[src/rtl/popcount_sched.sv]
// -----------------------------------------------------------------------------
// popcount_sched
//
// Round-robin scheduler in front of a single shared ones-counter. Up to N_REQ
// requesters present WIDTH-bit words. One word is accepted at a time. Its bit
// count is returned on a valid/ready result port, tagged with the index of the
// requester that supplied it.
//
// Ports
//   clk_i       rising-edge clock
//   srst_i      asynchronous, active-high reset
//   req_val_i   per-requester word valid
//   req_data_i  requester k word at [k*WIDTH +: WIDTH]
//   req_rdy_o   one-hot-or-zero grant; a word is accepted when val & rdy
//   res_val_o   result valid (held until res_rdy_i)
//   res_rdy_i   downstream ready
//   res_id_o    requester index of the result
//   res_data_o  number of '1' bits in the accepted word
// -----------------------------------------------------------------------------
module popcount_sched #(
    parameter  int WIDTH = 8,
    parameter  int N_REQ = 4,
    localparam int CW    = $clog2(WIDTH + 1),
    localparam int IW    = $clog2(N_REQ)
) (
    input  logic                   clk_i,
    input  logic                   srst_i,
    input  logic [N_REQ-1:0]       req_val_i,
    input  logic [N_REQ*WIDTH-1:0] req_data_i,
    output logic [N_REQ-1:0]       req_rdy_o,
    output logic                   res_val_o,
    input  logic                   res_rdy_i,
    output logic [IW-1:0]          res_id_o,
    output logic [CW-1:0]          res_data_o
);

    localparam logic [1:0] ST_IDLE = 2'd0;  // engine free
    localparam logic [1:0] ST_CALC = 2'd1;  // word latched, count settling
    localparam logic [1:0] ST_DONE = 2'd2;  // result held for downstream

    logic [1:0]       state_q,      state_d;
    logic [IW-1:0]    last_grant_q, last_grant_d;
    logic [WIDTH-1:0] word_q,       word_d;
    logic [IW-1:0]    id_q,         id_d;
    logic [CW-1:0]    res_data_q,   res_data_d;

    logic             grant_en;
    logic             found;
    logic             accept;
    logic [IW-1:0]    grant_idx;
    logic [IW-1:0]    cand;
    logic [CW-1:0]    ones;

    // Index offset 'off' positions after 'base', wrapping at N_REQ (N_REQ need
    // not be a power of two).
    function automatic logic [IW-1:0] rr_idx(input logic [IW-1:0] base, input int off);
        int sum;
        sum = (int'(base) + off) % N_REQ;
        return IW'(sum);
    endfunction

    // -------------------------------------------------------------------------
    // Round-robin grant. Depends only on state, res_rdy_i, req_val_i and
    // last_grant_q, never on request data. Reset forces the grant low even
    // though the state flops are already cleared, so no accept can be seen
    // while reset is held.
    // -------------------------------------------------------------------------
    always_comb begin
        // NOTE: every variable gets a default before any branch; a path that
        // leaves one unassigned would infer a latch.
        grant_en  = !srst_i && ((state_q == ST_IDLE) ||
                                ((state_q == ST_DONE) && res_rdy_i));
        found     = 1'b0;
        grant_idx = '0;
        cand      = '0;
        req_rdy_o = '0;
        // Search starts one past the last winner, so the winner drops to
        // lowest priority and nobody waits more than N_REQ grants.
        for (int i = 1; i <= N_REQ; i++) begin
            cand = rr_idx(last_grant_q, i);
            if (!found && req_val_i[cand]) begin
                found     = 1'b1;
                grant_idx = cand;
            end
        end
        accept = grant_en && found;
        if (accept) begin
            req_rdy_o[grant_idx] = 1'b1;
        end
    end

    // Ones-count of the latched word, zero-extended into CW bits.
    always_comb begin
        ones = '0;
        for (int b = 0; b < WIDTH; b++) begin
            ones = ones + CW'(word_q[b]);
        end
    end

    // -------------------------------------------------------------------------
    // Next-state logic
    // -------------------------------------------------------------------------
    always_comb begin
        state_d      = state_q;
        last_grant_d = last_grant_q;
        word_d       = word_q;
        id_d         = id_q;
        res_data_d   = res_data_q;

        // Priority pointer moves only on a real accept. A withdrawn request
        // therefore leaves the rotation untouched.
        if (accept) begin
            word_d       = req_data_i[grant_idx*WIDTH +: WIDTH];
            id_d         = grant_idx;
            last_grant_d = grant_idx;
        end

        case (state_q)
            ST_IDLE: begin
                if (accept) state_d = ST_CALC;
            end
            ST_CALC: begin
                res_data_d = ones;
                state_d    = ST_DONE;
            end
            ST_DONE: begin
                // Accepting during the transfer cycle goes straight back to
                // CALC, so there is no IDLE bubble.
                if (res_rdy_i) state_d = accept ? ST_CALC : ST_IDLE;
            end
            default: state_d = ST_IDLE;
        endcase
    end

    // -------------------------------------------------------------------------
    // State registers
    // -------------------------------------------------------------------------
    always_ff @(posedge clk_i or posedge srst_i) begin
        if (srst_i) begin
            state_q      <= ST_IDLE;
            last_grant_q <= IW'(N_REQ - 1);  // requester 0 wins first
            word_q       <= '0;
            id_q         <= '0;
            res_data_q   <= '0;
        end else begin
            // NOTE: non-blocking assignments keep every flop sampling
            // pre-edge values, independent of statement order.
            state_q      <= state_d;
            last_grant_q <= last_grant_d;
            word_q       <= word_d;
            id_q         <= id_d;
            res_data_q   <= res_data_d;
        end
    end

    assign res_val_o  = (state_q == ST_DONE);
    assign res_id_o   = id_q;
    assign res_data_o = res_data_q;

endmodule

[config.mk]
export PLATFORM = sky130hd
export DESIGN_NAME = popcount_sched
export DESIGN_NICKNAME = d
export VERILOG_FILES = /design/src/rtl/popcount_sched.sv
export SDC_FILE = /design/constraint.sdc
export NUM_CORES = 1
export LEC_CHECK = 0
export ABC_AREA = 1
export ABC_CLOCK_PERIOD_IN_PS = 8000
export CAP_MARGIN = 30
export CORE_ASPECT_RATIO = 0.7
export CORE_MARGIN = 4
export CORE_UTILIZATION = 37
export DETAILED_ROUTE_END_ITERATION = 8
export GPL_TIMING_DRIVEN = 0
export PLACE_DENSITY_LB_ADDON = 0.25
export SYNTH_ARGS = -nofsm -noshare
export SYNTH_HDL_FRONTEND = slang
export SYNTH_SLANG_ARGS = --single-unit
[constraint.sdc]
create_clock -name clk_i -period 8 [get_ports clk_i]
set_input_delay 2 -clock clk_i [delete_from_list [all_inputs] [get_ports clk_i]]
set_output_delay 2 -clock clk_i [all_outputs]
set_load 0.02 [all_outputs]
Yosys cells after proc, flatten, opt, wreduce, memory -nomap -nowiden
Cells that the tools add are included.
{"block": "totals", "ff_bits": 18, "input_bits": 39, "output_inout_bits": 11, "wordCells": 64}
{"block": "classes", "n_addsub": 11, "n_lt_le_gt_ge": 6, "n_eq_ne": 4, "shift": 1, "mux": 23, "n_reduce_logical": 14}
{"operator": "32-bit by 6-bit indexed part select with 8-bit output", "count": 1}
{"operator": "4-bit by 1-bit adder with 4-bit output", "count": 4}
{"operator": "2-bit by 3-bit less-than comparator with 1-bit output (second input constant)", "count": 5}
{"operator": "2-bit 2-to-1 mux", "count": 6}
{"operator": "1-bit 2-to-1 mux", "count": 10}
{"operator": "1-bit binary-select mux with 2-bit select", "count": 4}
{"operator": "1-bit logical AND", "count": 7}
{"operator": "2-bit one-hot mux with 3 select lines", "count": 1}
{"operator": "2-bit by 1-bit adder with 2-bit output (second input constant)", "count": 2}
{"operator": "2-bit adder (second input constant)", "count": 2}
{"operator": "3-bit by 1-bit adder with 4-bit output", "count": 1}
{"operator": "1-bit zero test", "count": 4}
{"operator": "4-bit 2-to-1 mux", "count": 1}
{"operator": "2-bit by 1-bit adder with 3-bit output", "count": 1}
{"operator": "1-bit by 1-bit adder with 2-bit output", "count": 1}
{"operator": "1-bit demux with 2-bit select", "count": 1}
{"operator": "2-bit by 1-bit == test with 1-bit output (second input constant)", "count": 1}
{"operator": "2-bit == test (second input constant)", "count": 1}
{"operator": "2-bit by 1-bit greater-or-equal comparator with 1-bit output (second input constant)", "count": 1}
{"operator": "2-bit zero test", "count": 1}
{"operator": "2-bit by 1-bit != test with 1-bit output (second input constant)", "count": 1}
{"operator": "2-bit != test (second input constant)", "count": 1}
{"operator": "2-bit AND reduction", "count": 1}
{"operator": "1-bit logical OR", "count": 1}

Longest topological paths before layout
{"block": "depth", "word_depth": 18, "ltp_mapped": 18, "depth_no_buf": 16}

Worst setup path before layout
No wires, ideal clock.
{"block": "synth_timing", "path_type": "in2out", "startpoint": "in req_val_i[0]", "endpoint": "out req_rdy_o[0]", "t_arrival_ns": 3.289, "required_time_ns": 6.000, "path_slack_ns": 2.711, "path_stages": 10, "n_path_buf": 1, "path_cell_list": "nand2_1 > nand2_1 > nand2_2 > nand2_2 > nor2_4 > nand3_4 > nand2_4 > buf_8 > inv_2 > nor3_1"}
{"block": "synth_via", "elab_chain_len": 17, "elab_cells_between_ends": 29, "classes_between": "2 x order compare; 19 x mux; 8 x reduce/logical"}
{"item": "from (decl)", "line_no": "28", "text": "input logic [N_REQ-1:0] req_val_i,"}
{"item": "1-bit binary-select mux with 2-bit select", "line_no": "81", "text": "if (!found && req_val_i[cand]) begin"}
{"item": "1-bit 2-to-1 mux (implied by the code)", "line_no": "81"}
{"item": "1-bit 2-to-1 mux", "line_no": "81"}
{"item": "1-bit zero test", "line_no": "81"}
{"item": "1-bit logical AND", "line_no": "81"}
{"item": "1-bit 2-to-1 mux", "line_no": "81"}
{"item": "1-bit zero test", "line_no": "81"}
{"item": "1-bit logical AND", "line_no": "81"}
{"item": "1-bit 2-to-1 mux", "line_no": "81"}
{"item": "1-bit zero test", "line_no": "81"}
{"item": "1-bit logical AND", "line_no": "81"}
{"item": "2-bit 2-to-1 mux", "line_no": "81"}
{"item": "2-bit by 3-bit less-than comparator with 1-bit output (implied by the code) / 2-bit by 1-bit greater-or-equal comparator with 1-bit output (equally long branches)", "line_no": "88", "text": "req_rdy_o[grant_idx] = 1'b1;"}
{"item": "1-bit logical AND (implied by the code)", "line_no": "88"}
{"item": "1-bit 2-to-1 mux (implied by the code)", "line_no": "88"}
{"item": "1-bit demux with 2-bit select", "line_no": "88"}
{"item": "4-bit 2-to-1 mux (*)", "line_no": "87", "text": "if (accept) begin"}
{"item": "to (decl)", "line_no": "30", "text": "output logic [N_REQ-1:0] req_rdy_o,"}
Mark *: on every way between the ends. The rest lies on a longest branch, timed or not. The select of a mux whose other input is x is not followed.

Worst setup path in the final report
{"block": "layout_timing", "startpoint": "in req_val_i[3]", "endpoint": "out req_rdy_o[1]"}
The elaborated chain is that of the path after synthesis.

==> impl_metrics.xml <==
<?xml version="1.0" encoding="UTF-8"?>
<metrics>
  <group name="outcome">
    <metric name="outcome" unit="">finished, final reports clean</metric>
  </group>
  <group name="global_routing">
    <metric name="grt_antenna_before_repair" unit="">0</metric>
    <metric name="number_of_global_route_vias_before_repair" unit="">1468</metric>
    <metric name="grt_start_max_net_pins" unit="">19</metric>
    <metric name="grt_overflow_total" unit="">0</metric>
    <metric name="grt_first_pass_wirelength" unit="mm">6.51</metric>
    <metric name="overall_routing_resource_usage" unit="%">16.0</metric>
  </group>
  <group name="logic_synthesis">
    <metric name="synth_sequential_area_ratio" unit="%">30.6</metric>
    <metric name="synth_top_cell_area_share" unit="%">29.6</metric>
    <metric name="syn-num-nets" unit="">272</metric>
    <metric name="yosysWarningCount" unit="">0</metric>
    <metric name="yosysMostFrequentCell" unit="">sky130_fd_sc_hd__nand2_1</metric>
    <metric name="synth.top_cells.by_area" unit="">sky130_fd_sc_hd__nand2_1 30%, sky130_fd_sc_hd__dfrtp_1 27%, sky130_fd_sc_hd__nand3_1 6.8%</metric>
    <metric name="synthTopCellsByCount" unit="">117 x sky130_fd_sc_hd__nand2_1, 20 x sky130_fd_sc_hd__nand3_1, 18 x sky130_fd_sc_hd__inv_1</metric>
    <metric name="post_synth_instance_area" unit="sq um">1480</metric>
    <metric name="synth.ff_latch_count" unit="">18</metric>
    <metric name="synth_edf_count" unit="">0</metric>
    <metric name="yosys_most_used_dff" unit="">sky130_fd_sc_hd__dfrtp_1</metric>
    <metric name="postSynthCellCount" unit="">226</metric>
    <metric name="yosys.area.top_type" unit="">sky130_fd_sc_hd__nand2_1</metric>
    <metric name="syn-mean-instance-area" unit="sq um">6.55</metric>
    <metric name="yosys.cell_types.count" unit="">28</metric>
    <metric name="synth-async-reset-ratio" unit="%">100</metric>
  </group>
  <group name="job">
    <metric name="drv.max_cap_violation_count" unit="">0</metric>
  </group>
  <group name="cts">
    <metric name="cts_hold_buf" unit="">0</metric>
    <metric name="cts_buffer_depth" unit="">2</metric>
    <metric name="tritoncts_clock_tree" unit="">built</metric>
    <metric name="clock_latency" unit="ns">0.26</metric>
    <metric name="clock_tree.root_cell" unit="">sky130_fd_sc_hd__clkbuf_8</metric>
    <metric name="tritoncts.num_buffers" unit="">3</metric>
    <metric name="ctsHtreeMaxLevel" unit="">1</metric>
    <metric name="clkSlewWorstSetupHoldPaths" unit="ns">0.07</metric>
    <metric name="cts.sink_count" unit="">18</metric>
    <metric name="post-cts-setup-buffer-count" unit="">0</metric>
    <metric name="cts_repair_resizes" unit="">0</metric>
  </group>
  <group name="power">
    <metric name="p_int" unit="mW">0.485</metric>
    <metric name="clock_power_share" unit="%">7.4</metric>
    <metric name="sw_frac_of_total" unit="%">52.1</metric>
    <metric name="leakage_power" unit="nW">1.09</metric>
    <metric name="max_ir_drop_vdd" unit="mV">0.233</metric>
    <metric name="p_comb_share" unit="%">76.7</metric>
    <metric name="net_switching_power" unit="mW">0.528</metric>
    <metric name="share_seq_of_total_power" unit="%">16.0</metric>
    <metric name="power_density" unit="nW/um^2">485</metric>
  </group>
  <group name="sta">
    <metric name="max_clock_freq" unit="MHz">159</metric>
    <metric name="tightestPinTransition" unit="ns">0.676</metric>
    <metric name="finalSetupViolCount" unit="">0</metric>
    <metric name="final_period_minus_worst_setup_slack" unit="ns">6.28</metric>
    <metric name="slew-limit-headroom" unit="%">54.9</metric>
    <metric name="hold_viol_final" unit="">0</metric>
    <metric name="fin_crit_share" unit="%">78.6</metric>
    <metric name="slew_violations" unit="">0</metric>
    <metric name="totalNegativeSetupSlack" unit="ns">0</metric>
    <metric name="worst_clock_skew" unit="ns">0.000981</metric>
    <metric name="unrepaired_setup_endpoints_after_global_routing" unit="">false</metric>
  </group>
  <group name="detailed_routing">
    <metric name="drc" unit="">0</metric>
    <metric name="drt_pass1_iterations" unit="">4</metric>
    <metric name="drt-initial-drc-count" unit="">82</metric>
    <metric name="routed_wl" unit="mm">3.75</metric>
    <metric name="vias_per_cell" unit="">4.63</metric>
    <metric name="drt-wirelength-per-cell" unit="um">11.4</metric>
    <metric name="vias" unit="">1522</metric>
    <metric name="antenna_left" unit="">0</metric>
  </group>
  <group name="setup_path">
    <metric name="max_stage_delay_cell_worst_path" unit="">sky130_fd_sc_hd__clkdlybuf4s50_1</metric>
    <metric name="crit_path_max_incr_delay" unit="ns">0.62</metric>
    <metric name="worstPathRequired" unit="ns">6.00</metric>
    <metric name="timing.critical_path.arrival" unit="ns">4.28</metric>
    <metric name="crit_path_frequent_cell" unit="">sky130_fd_sc_hd__nand2_1</metric>
    <metric name="critical-path-top-delay-family" unit="">buffers and inverters</metric>
    <metric name="worst-setup-path-type" unit="">input port to output port</metric>
    <metric name="timing.critical_path.to_type" unit="">output port</metric>
    <metric name="timing.critical_path.fanout_max" unit="">10</metric>
    <metric name="worstSetupStartpointType" unit="">input port</metric>
    <metric name="worstPathBufferInverterCount" unit="">4</metric>
    <metric name="worst_path_cell_trace" unit="">clkdlybuf4s50_1, nand2_1, nand2_1, nand2_1, nand2_1, nand2_1, nand2_1, nand2_2, nand2_4, nand2_4, buf_8, inv_2, nand2_1, nor2_1, clkdlybuf4s50_1</metric>
  </group>
  <group name="final_layout">
    <metric name="final_instance_count_without_filler_cells" unit="">329</metric>
    <metric name="final_layout_size_suffix_gt1_share" unit="%">12.2</metric>
    <metric name="nets" unit="">326</metric>
    <metric name="p_r_area_growth_vs_syn" unit="%">41.0</metric>
    <metric name="filler_cell_count" unit="">374</metric>
    <metric name="insertedDiodeCount" unit="">0</metric>
    <metric name="finish.utilization" unit="%">56.6</metric>
  </group>
  <group name="floorplan">
    <metric name="fp.coreArea" unit="sq um">3690</metric>
    <metric name="std_cell_rows" unit="">18</metric>
    <metric name="initial_core_util" unit="%">40.1</metric>
    <metric name="floorplan.die_area" unit="sq um">5100</metric>
    <metric name="die_width" unit="um">83.6</metric>
    <metric name="die_h" unit="um">60.9</metric>
    <metric name="top_level_port_count" unit="">50</metric>
  </group>
  <group name="placed_design">
    <metric name="inst_count_dp" unit="">325</metric>
    <metric name="gp_congestion" unit="">0.829</metric>
    <metric name="place_hpwl" unit="mm">3.05</metric>
    <metric name="numPortBuffers" unit="">49</metric>
  </group>
  <group name="min_path">
    <metric name="hp-class" unit="">register to register</metric>
  </group>
</metrics>
==> registers in the layout, summed over array words and instances, names as in the netlist <==
name	count
res_id_o	2
state_q	2
last_grant_q	2
res_data_o	4
word_q	8
==> power by group through the flow <==
| stage | Clock [mW] | Sequential (mW) | Combinational (mW) |
|---|---|---|---|
| after detailed placement | 0 | 0.163 | 0.784 |
| after global placement | 0 | 0.162 | 0.767 |
| after global routing | 0.0806 | 0.168 | 0.899 |
| after CTS | 0.0768 | 0.162 | 0.785 |
| after floorplan | 0 | 0.171 | 0.577 |
| final | 0.0745 | 0.162 | 0.777 |
==> cells in the final DEF, fill, tap and decap left out <==
cell type	count
sky130_fd_sc_hd__buf_8	1
sky130_fd_sc_hd__o21ai_1	1
sky130_fd_sc_hd__clkbuf_8	4
sky130_fd_sc_hd__nor2_1	6
sky130_fd_sc_hd__inv_2	4
sky130_fd_sc_hd__inv_4	1
sky130_fd_sc_hd__clkdlybuf4s50_1	49
sky130_fd_sc_hd__o21a_1	1
sky130_fd_sc_hd__nor2_4	1
sky130_fd_sc_hd__dfstp_2	2
sky130_fd_sc_hd__nand3_1	20
sky130_fd_sc_hd__dfrtp_1	16
sky130_fd_sc_hd__buf_2	3
sky130_fd_sc_hd__inv_1	18
sky130_fd_sc_hd__nand2_4	2
sky130_fd_sc_hd__nor2_2	1
sky130_fd_sc_hd__and2_1	1
sky130_fd_sc_hd__xor2_1	1
sky130_fd_sc_hd__ha_1	3
sky130_fd_sc_hd__nand3_4	1
sky130_fd_sc_hd__nor3_1	1
sky130_fd_sc_hd__buf_4	1
sky130_fd_sc_hd__a21oi_1	1
sky130_fd_sc_hd__nand2_2	9
sky130_fd_sc_hd__fa_1	4
sky130_fd_sc_hd__nor3_2	1
sky130_fd_sc_hd__buf_6	2
sky130_fd_sc_hd__nand2_1	117
sky130_fd_sc_hd__o21ai_0	6
sky130_fd_sc_hd__o21ai_2	1
==> tightest hold or removal path: cells and delay by family (launching register included) <==
kind / cells / cell delay [ns]
and+or+nand+nor: 2 / 0.10
DFF: 1 / 0.35
==> routing by layer <==
| layer | part of all wire, % | up-vias | GRT usage (%) |
|---|---|---|---|
| met5 | 0 | - | 0 |
| met4 | 0.27 | 0 | 1.38 |
| met3 | 4.9 | 3 | 4.34 |
| met2 | 45 | 37 | 27.4 |
| met1 | 50 | 683 | 21.4 |
| li1 | - | 799 | - |
==> through the flow <==
stage                     instance area (sq um)  worst slack, ns  hold slack, ns  total power, mW
after CTS                                  2090             1.70           0.483             1.02
after global routing                       2090             1.52           0.528             1.15
after global placement                     2030             1.72           0.462            0.929
final                                      2090             1.72           0.481             1.01
after floorplan                            1480             2.71           0.449            0.748
after detailed placement                   2030             1.70           0.469            0.946
==> cell type report <==
type | instances | area, sq um | area share [%]
Tap cell | 50 | 62.6 | 2.99
Buffer | 7 | 60.1 | 2.87
Sequential cell | 18 | 453 | 21.7
Timing Repair Buffer | 49 | 490 | 23.5
Clock buffer | 4 | 55.1 | 2.63
Inverter | 23 | 88.8 | 4.25
Multi-Input combinational cell | 178 | 880 | 42.1
==> worst paths after layout <==
check,from,end,slack (ns),cells past startpoint
setup / recovery,req_val_i[3],req_rdy_o[1],1.72,15
hold / removal,res_data_o[0]$_DFFE_PP0N_,res_data_o[0]$_DFFE_PP0N_,0.48,2
setup reg to reg,word_q[0]$_DFFE_PP0P_,res_data_o[2]$_DFFE_PP0N_,5.08,10
hold reg to reg,res_data_o[0]$_DFFE_PP0N_,res_data_o[0]$_DFFE_PP0N_,0.48,2
max in group asynchronous,srst_i,res_data_o[2]$_DFFE_PP0N_,5.38,2
min in group asynchronous,srst_i,state_q[0]$_DFFE_PP0P_,2.19,2
==> kinds of logic (layout without fill, tap and decap cells) <==
kind of cell               after synthesis  in the layout  share of synthesized area (%)
AOI/OAI and AO/OA                       10             10                           3.80
xor gates and xnor gates                 1              1                          0.591
adders and majority gates                7              7                           7.94
buffers and inverters                   30             83                           10.0
DFF                                     18             18                           30.6
and+or+nand+nor                        160            160                           47.0
Power figures use the tool's default switching activity.
